[src/rtl/mul_pkg.sv]
// Shared definitions for the shift-and-add multiplier.
package mul_pkg;

    typedef enum logic [1:0] {
        IDLE = 2'd0,
        RUN  = 2'd1,
        DONE = 2'd2
    } state_e;

    // Ceiling log2; the iteration counter is sized clog2(N+1).
    function automatic int unsigned clog2(input int unsigned v);
        int unsigned r;
        r = 0;
        while ((64'd1 << r) < 64'(v)) begin
            r = r + 1;
        end
        return r;
    endfunction

endpackage

[src/rtl/mul_absval.sv]
// N-bit two's-complement magnitude; passes the operand through when en_i is low.
module mul_absval #(
    parameter int unsigned N = 8
) (
    input  logic [N-1:0] a_i,
    input  logic         en_i,
    output logic [N-1:0] mag_o
);

    // -2^(N-1) maps to 2^(N-1), which still fits as an unsigned N-bit value.
    always_comb begin
        mag_o = a_i;
        if (en_i && a_i[N-1]) begin
            mag_o = ~a_i + {{(N-1){1'b0}}, 1'b1};
        end
    end

endmodule

[src/rtl/mul_shift_add.sv]
// Sequential shift-and-add multiplier, one multiplier bit per cycle, signed or unsigned.
module mul_shift_add
    import mul_pkg::*;
#(
    parameter int unsigned N = 8
) (
    input  logic           clk,
    input  logic           rst,
    input  logic           start,
    input  logic           sgn,
    input  logic [N-1:0]   x,
    input  logic [N-1:0]   y,
    output logic           busy,
    output logic           done,
    output logic [2*N-1:0] out
);

    localparam int unsigned W  = 2 * N;
    localparam int unsigned CW = clog2(N + 1);

    state_e         state_q, state_d;
    logic [W-1:0]   mcand_q, mcand_d;
    logic [N-1:0]   mplier_q, mplier_d;
    logic           neg_q, neg_d;
    logic [W-1:0]   acc_q, acc_d;
    logic [CW-1:0]  cnt_q, cnt_d;
    logic [W-1:0]   out_q, out_d;

    logic [N-1:0]   x_mag, y_mag;
    logic [W-1:0]   acc_nxt;

    mul_absval #(.N(N)) u_abs_x (
        .a_i   (x),
        .en_i  (sgn),
        .mag_o (x_mag)
    );

    mul_absval #(.N(N)) u_abs_y (
        .a_i   (y),
        .en_i  (sgn),
        .mag_o (y_mag)
    );

    // Next-state: latch magnitudes on accept, add/shift in RUN, publish product on the last step.
    always_comb begin
        state_d  = state_q;
        mcand_d  = mcand_q;
        mplier_d = mplier_q;
        neg_d    = neg_q;
        acc_d    = acc_q;
        cnt_d    = cnt_q;
        out_d    = out_q;
        acc_nxt  = mplier_q[0] ? (acc_q + mcand_q) : acc_q;

        case (state_q)
            IDLE: begin
                if (start) begin
                    mcand_d  = {{N{1'b0}}, x_mag};
                    mplier_d = y_mag;
                    neg_d    = sgn & (x[N-1] ^ y[N-1]);
                    acc_d    = '0;
                    cnt_d    = '0;
                    state_d  = RUN;
                end
            end
            RUN: begin
                acc_d    = acc_nxt;
                mcand_d  = mcand_q << 1;
                mplier_d = mplier_q >> 1;
                cnt_d    = cnt_q + CW'(1);
                if (cnt_q == CW'(N - 1)) begin
                    state_d = DONE;
                    // Loaded on entry to DONE so out is already valid while done is high.
                    out_d   = neg_q ? (~acc_nxt + W'(1)) : acc_nxt;
                end
            end
            DONE: begin
                state_d = IDLE;
            end
            default: begin
                state_d = IDLE;
            end
        endcase
    end

    // State and datapath registers with synchronous reset.
    always_ff @(posedge clk) begin
        if (rst) begin
            state_q  <= IDLE;
            mcand_q  <= '0;
            mplier_q <= '0;
            neg_q    <= 1'b0;
            acc_q    <= '0;
            cnt_q    <= '0;
            out_q    <= '0;
        end else begin
            state_q  <= state_d;
            mcand_q  <= mcand_d;
            mplier_q <= mplier_d;
            neg_q    <= neg_d;
            acc_q    <= acc_d;
            cnt_q    <= cnt_d;
            out_q    <= out_d;
        end
    end

    assign busy = (state_q != IDLE);
    assign done = (state_q == DONE);
    assign out  = out_q;

endmodule

[config.mk]
export PLATFORM = sky130hd
export DESIGN_NAME = mul_shift_add
export DESIGN_NICKNAME = d
export VERILOG_FILES = /design/src/rtl/mul_pkg.sv /design/src/rtl/mul_absval.sv /design/src/rtl/mul_shift_add.sv
export SDC_FILE = /design/constraint.sdc
export NUM_CORES = 1
export LEC_CHECK = 0
export ABC_AREA = 1
export CAP_MARGIN = 20
export CORE_MARGIN = 5
export CORE_UTILIZATION = 40
export CTS_BUF_LIST = sky130_fd_sc_hd__clkbuf_8
export CTS_CLUSTER_SIZE = 10
export DETAILED_ROUTE_END_ITERATION = 6
export PLACE_DENSITY_LB_ADDON = 0.12
export SYNTH_ARGS = -nofsm -noshare
export SYNTH_HDL_FRONTEND = slang
export SYNTH_SLANG_ARGS = --single-unit
[constraint.sdc]
create_clock -name clk -period 3.1 [get_ports clk]
set_input_delay 0.93 -clock clk [delete_from_list [all_inputs] [get_ports clk]]
set_output_delay 0.93 -clock clk [all_outputs]
set_load 0.02 [all_outputs]
* Word level (Yosys, flattened, before mapping)
Cells that the tools add are included.
** Operators by class
- $add $sub $neg :: 5
- Equality and inequality tests :: 5
- Mux-type cells :: 15
- Bitwise gates (word level) :: 5
- Reduce and logical (&&, ||, !) cells :: 9
** Operators by type and width (number)
- $mux 16 :: 4
- $pmux 16 s2 :: 2
- $mux 8 :: 3
- $add 16x1->16 const B :: 1
- $add 16x16->16 :: 1
- $add 8x1->8 const B :: 2
- $not 16->16 :: 1
- $not 8->8 :: 2
- $pmux 8 s2 :: 1
- $pmux 4 s2 :: 1
- $reduce_and 2->1 :: 4
- $add 4x1->4 const B :: 1
- $eq 4x3->1 const B :: 1
- $mux 2 :: 2
- $mux 4 :: 1
- $ne 2x2->1 const B :: 2
- $pmux 2 s2 :: 1
- $reduce_bool 2->1 :: 2
- $eq 2x1->1 const B :: 1
- $eq 2x2->1 const B :: 1
- $logic_and 1x1->1 :: 2
- $logic_not 2->1 :: 1
- $and 1x1->1 :: 1
- $xor 1x1->1 :: 1
** Word-level totals
- Flip-flop bits (word level) :: 63
- Input bits :: 20
- Output and inout bits :: 18

* Longest topological paths before layout
- Depth in word-level cells :: 5
- Depth in mapped cells :: 19

* Modules after synthesis
Synthesis repeated with hierarchy kept, for this count alone.
** Unflattened totals
- Cell total of the unflattened synthesis :: 690
- Area, all modules :: 4301.6 um^2
** By module, submodules not included
- mul_shift_add :: instances 1, cells each 614, area each 3908.7 um^2
- mul_absval :: instances 2, cells each 38, area each 196.4 um^2

* Least setup slack after synthesis
OpenSTA, ideal clock, no wires.
- Path type :: register to register
- Start point :: register mcand_q[0]
- End point :: register out_q[14] (netlist: out[14])
- Setup time :: 0.117 ns
- Arrival :: 2.185 ns
- Path slack :: 0.798 ns
- Stages on the path, launching flop included :: 17
- Period minus slack after synthesis :: 2.302 ns
- Cell sequence :: dfxtp_1 > ha_1 > fa_1 > nand2_1 > o21a_1 > ha_1 > inv_1 > nor2_1 > nand3_1 > nor2_2 > nand2_1 > nor2_2 > nand3_1 > nand3_1 > nand2_1 > nor2_1 > nor2_1
** On the way
- Cells in the longest elaborated chain, start to end :: 5
** Ends and longest elaborated chain
- start: declaration :: line mul_shift_add.sv:22 : logic [W-1:0] mcand_q, mcand_d;
- start signal: assignment :: line mul_shift_add.sv:98 : mcand_q <= mcand_d;
- $add 16x16->16 * :: line mul_shift_add.sv:53 : acc_nxt = mplier_q[0] ? (acc_q + mcand_q) : acc_q;
- $mux 16 * :: line mul_shift_add.sv:53
- $not 16->16 :: line mul_shift_add.sv:74 : out_d = neg_q ? (~acc_nxt + W'(1)) : acc_nxt;
- $add 16x1->16 :: line mul_shift_add.sv:74
- $mux 16 * :: line mul_shift_add.sv:74
- end signal: assignment :: line mul_shift_add.sv:103 : out_q <= out_d;
- end: declaration :: line mul_shift_add.sv:27 : logic [W-1:0] out_q, out_d;
Mark *: on every way between the ends. The rest lies on a longest branch, timed or not.
A chain may end at the register's enable or synchronous reset.

* Worst setup path in the final report
Same ends and word-level chain as after synthesis.

==> qor.yml <==
setup_path:
  r2r_cells: 16
  critPathMaxFanout: 3
  r2r_slack_ns: 0.56
  arrival_ns: 2.78
  crit_family: "simple AND/OR/NAND/NOR gates"
  crit_path_start_kind: "flop"
  cp_data_required_time_ns: 3.34
  r2r_end: "out[14]$_SDFFE_PP0P_"
  cp.buffers_inverters: 1
  slowest_stage: "fa_1"
  crit_type: "flop to flop"
  max_stage_delay_ns: 0.42
  r2r_start: "mcand_q[0]$_SDFFE_PP0P_"
  cp_cell_sequence: "ha_1, fa_1, nand2_1, o21a_1, ha_1, inv_1, nor2_1, nand3_1, nor2_2, nand2_1, nor2_2, nand3_1, nand3_1, nand2_1, nor2_1, nor2_1"
  cp-end-kind: "flop"
finish:
  final_common_cell: "nand2_1"
  antennaDiodeCount: 0
  fillers: 1111
  nets: 757
  drive_gt1_share_pct: 8.31
  areaGrowthSynthToFinish_pct: 15.6
  mostFrequentLayoutCells: "nand2_1, inv_1, dfxtp_1"
  final_area_mm2: 0.00492
logic_synthesis:
  netlist_instances: 686
  syn-cell-area_mm2: 0.00426
  seq_area_frac_synth_pct: 29.6
  syn_nets: 726
  yosysWarnings: 0
  yosys.area.top_type: "dfxtp_1"
  synth-async-reset-ratio_pct: 0
  synth_top_area_share_pct: 29.6
  synthTopCellsByArea: "dfxtp_1, nand2_1, inv_1"
  ys_types: 40
  synth.avg_cell_area_um2: 6.20
  ys.flop_type: "dfxtp_1"
  ys_ff_latch: 63
  synth_edf_count: 0
power_and_ir_drop:
  p_switching_mw: 0.602
  swShare_pct: 31.2
  p_int_mw: 1.33
  p_clk_share_pct: 38.1
  total_power_mw: 1.93
  seq_power_share_pct: 44.4
  combPwrFrac_pct: 17.4
  max-vdd-ir-drop_v: 0.000216
  power_leakage_nw: 2.25
  power_density_mw_per_mm2: 392
global_route:
  grt_antenna_before_repair: 0
  grt_start_max_net_pins: 48
  grtUsageMet3_pct: 3.16
  grtUsageTotal_pct: 17.7
  use_met1_pct: 20.9
  grt_pass1_wl_mm: 18.9
  overflow: 0
  top_usage_layer: "met2"
  grt_pass1_vias: 4165
  grtUsageMet2_pct: 31.9
sta:
  hold_violations: 0
  rsz0062_at_grt: "no"
  skew_ns: 0.00946
  period_share_pct: 81.8
  fmax_mhz: 394
  setup_violations: 0
  fin_crit_ns: 2.54
  hold_ws_ns: 0.471
  fin_ws_ns: 0.565
  final_max_slew_viol_count: 0
  fin_setup_tns_ns: 0
  worst_slew_pin_slew_ns: 0.558
  slew_headroom_pct: 62.7
detailed_routing:
  drtAntennaViolNets: 0
  vias: 4265
  wl_mm: 10.6
  firstDrtPassIters: 4
  dr.first_iter.drc_count: 180
  viasPerCell: 4.97
  drc: 0
  wl_per_cell_um: 12.3
cts:
  clockBufferDepth: 2
  cts_sinks: 63
  path_clk_slew_ns: 0.08
  cts_hold_buffers: 0
  cts_root_buffer: "clkbuf_8"
  clk_latency_ns: 0.34
  numCtsBuffers: 9
  h-tree-depth: 3
  cts_setup_buffers: 0
  cts_tree: "yes"
  cts_resized: 0
placement:
  port_buffers: 37
  dpl_cell_area_mm2: 0.00473
  place.detailed.hpwl_mm: 7.96
  gp_congestion: 0.860
  place_ws_ns: 0.473
floorplan:
  pin_count: 38
  die_area_mm2: 0.0128
  initial_core_util_pct: 41.0
  coreArea_mm2: 0.0104
  dieWidth_um: 113
  die_h_um: 113
  row_count: 37
min_path:
  hold_class: "flop to flop"
  min_delay_path_depth: 2
  hold_start: "mplier_q[7]$_SDFFE_PP0P_"
  min_to: "mplier_q[7]$_SDFFE_PP0P_"
run:
  maxCapViolCount: 0
status:
  status: "finished clean"
## flip-flops by register name (all words and copies together), names as in the netlist
register,cells
neg_q,1
acc_q,16
mplier_q,8
state_q,2
cnt_q,4
out,16
mcand_q,16
## per-stage QoR
step | utilization, % | cells
final | 47.5 | 858
after global routing | 47.5 | 858
after CTS | 47.5 | 858
after detailed placement | 45.6 | 842
after global placement | 45.6 | 842
after floorplan | - | 686
## synth_stat cells (2+ instances only)
library cell    n
and2_1          2
a31oi_1        15
nand2_2         9
ha_1           19
or2_1           2
nand2_1       239
clkinv_1        2
o21ai_1         2
nand3_2         2
a211oi_1        2
nand3b_1        5
o21bai_1        2
xor2_1          5
nor2_2          3
nand4_1         6
o21ai_0        23
o221ai_1        4
clkbuf_1       18
inv_2           8
nor2_4          2
nor3_1          4
nor2_1         47
inv_1          75
or2_2           7
nand3_1        54
dfxtp_1        63
a21oi_1        51
buf_6           3
## power groups by stage
stage | clock [mW] | combinational, mW | sequential [mW]
floorplan | 0 | 0.254 | 0.865
global placement | 0 | 0.332 | 0.876
detailed placement | 0 | 0.337 | 0.876
CTS | 0.752 | 0.338 | 0.857
global route | 0.793 | 0.384 | 0.862
finish | 0.735 | 0.336 | 0.857
## worst min-delay path, stage by stage, from the launching register on
cell and delay, ns:
dfxtp_1 0.31, nand2_1 0.06, a21oi_1 0.05
## worst max-delay path by stage
| stage | slack (ns) | endpoint | cells past startpoint | startpoint |
|---|---|---|---|---|
| finish | 0.56 | out[14]$_SDFFE_PP0P_ | 16 | mcand_q[0]$_SDFFE_PP0P_ |
| CTS | 0.56 | out[14]$_SDFFE_PP0P_ | 16 | mcand_q[0]$_SDFFE_PP0P_ |
| global route | 0.24 | out[14]$_SDFFE_PP0P_ | 16 | acc_q[0]$_SDFFE_PP0P_ |
| global placement | 0.53 | mplier_q[4]$_SDFFE_PP0P_ | 7 | start |
| detailed placement | 0.47 | mplier_q[5]$_SDFFE_PP0P_ | 7 | start |
| floorplan | 0.80 | out[14]$_SDFFE_PP0P_ | 16 | mcand_q[0]$_SDFFE_PP0P_ |
## cell type report
type | instances | area [um^2] | share of cell area, %
clock buffers | 9 | 124 | 2.52
clock inverters | 7 | 72.6 | 1.47
inverters | 85 | 319 | 6.48
multi-input cells | 515 | 2560 | 52.1
flip-flops and latches | 63 | 1260 | 25.6
well taps | 136 | 170 | 3.46
repair buffers | 43 | 410 | 8.34
## cell families after synthesis
group,Yosys count,synth area share [%]
simple gates,384,38.9
compound gates,106,14.2
fa+ha+maj,20,6.06
flops,63,29.6
buf+inv,108,10.2
xor+xnor,5,1.03
## metal layers
layer / share of wire (%) / vias to the layer above
met2: 49 / 68
met4: 2.8 / 0
met5: 0 / -
met3: 2.7 / 21
met1: 46 / 1907
li1: - / 2269
No activity file was read; power rests on OpenSTA's default activity.
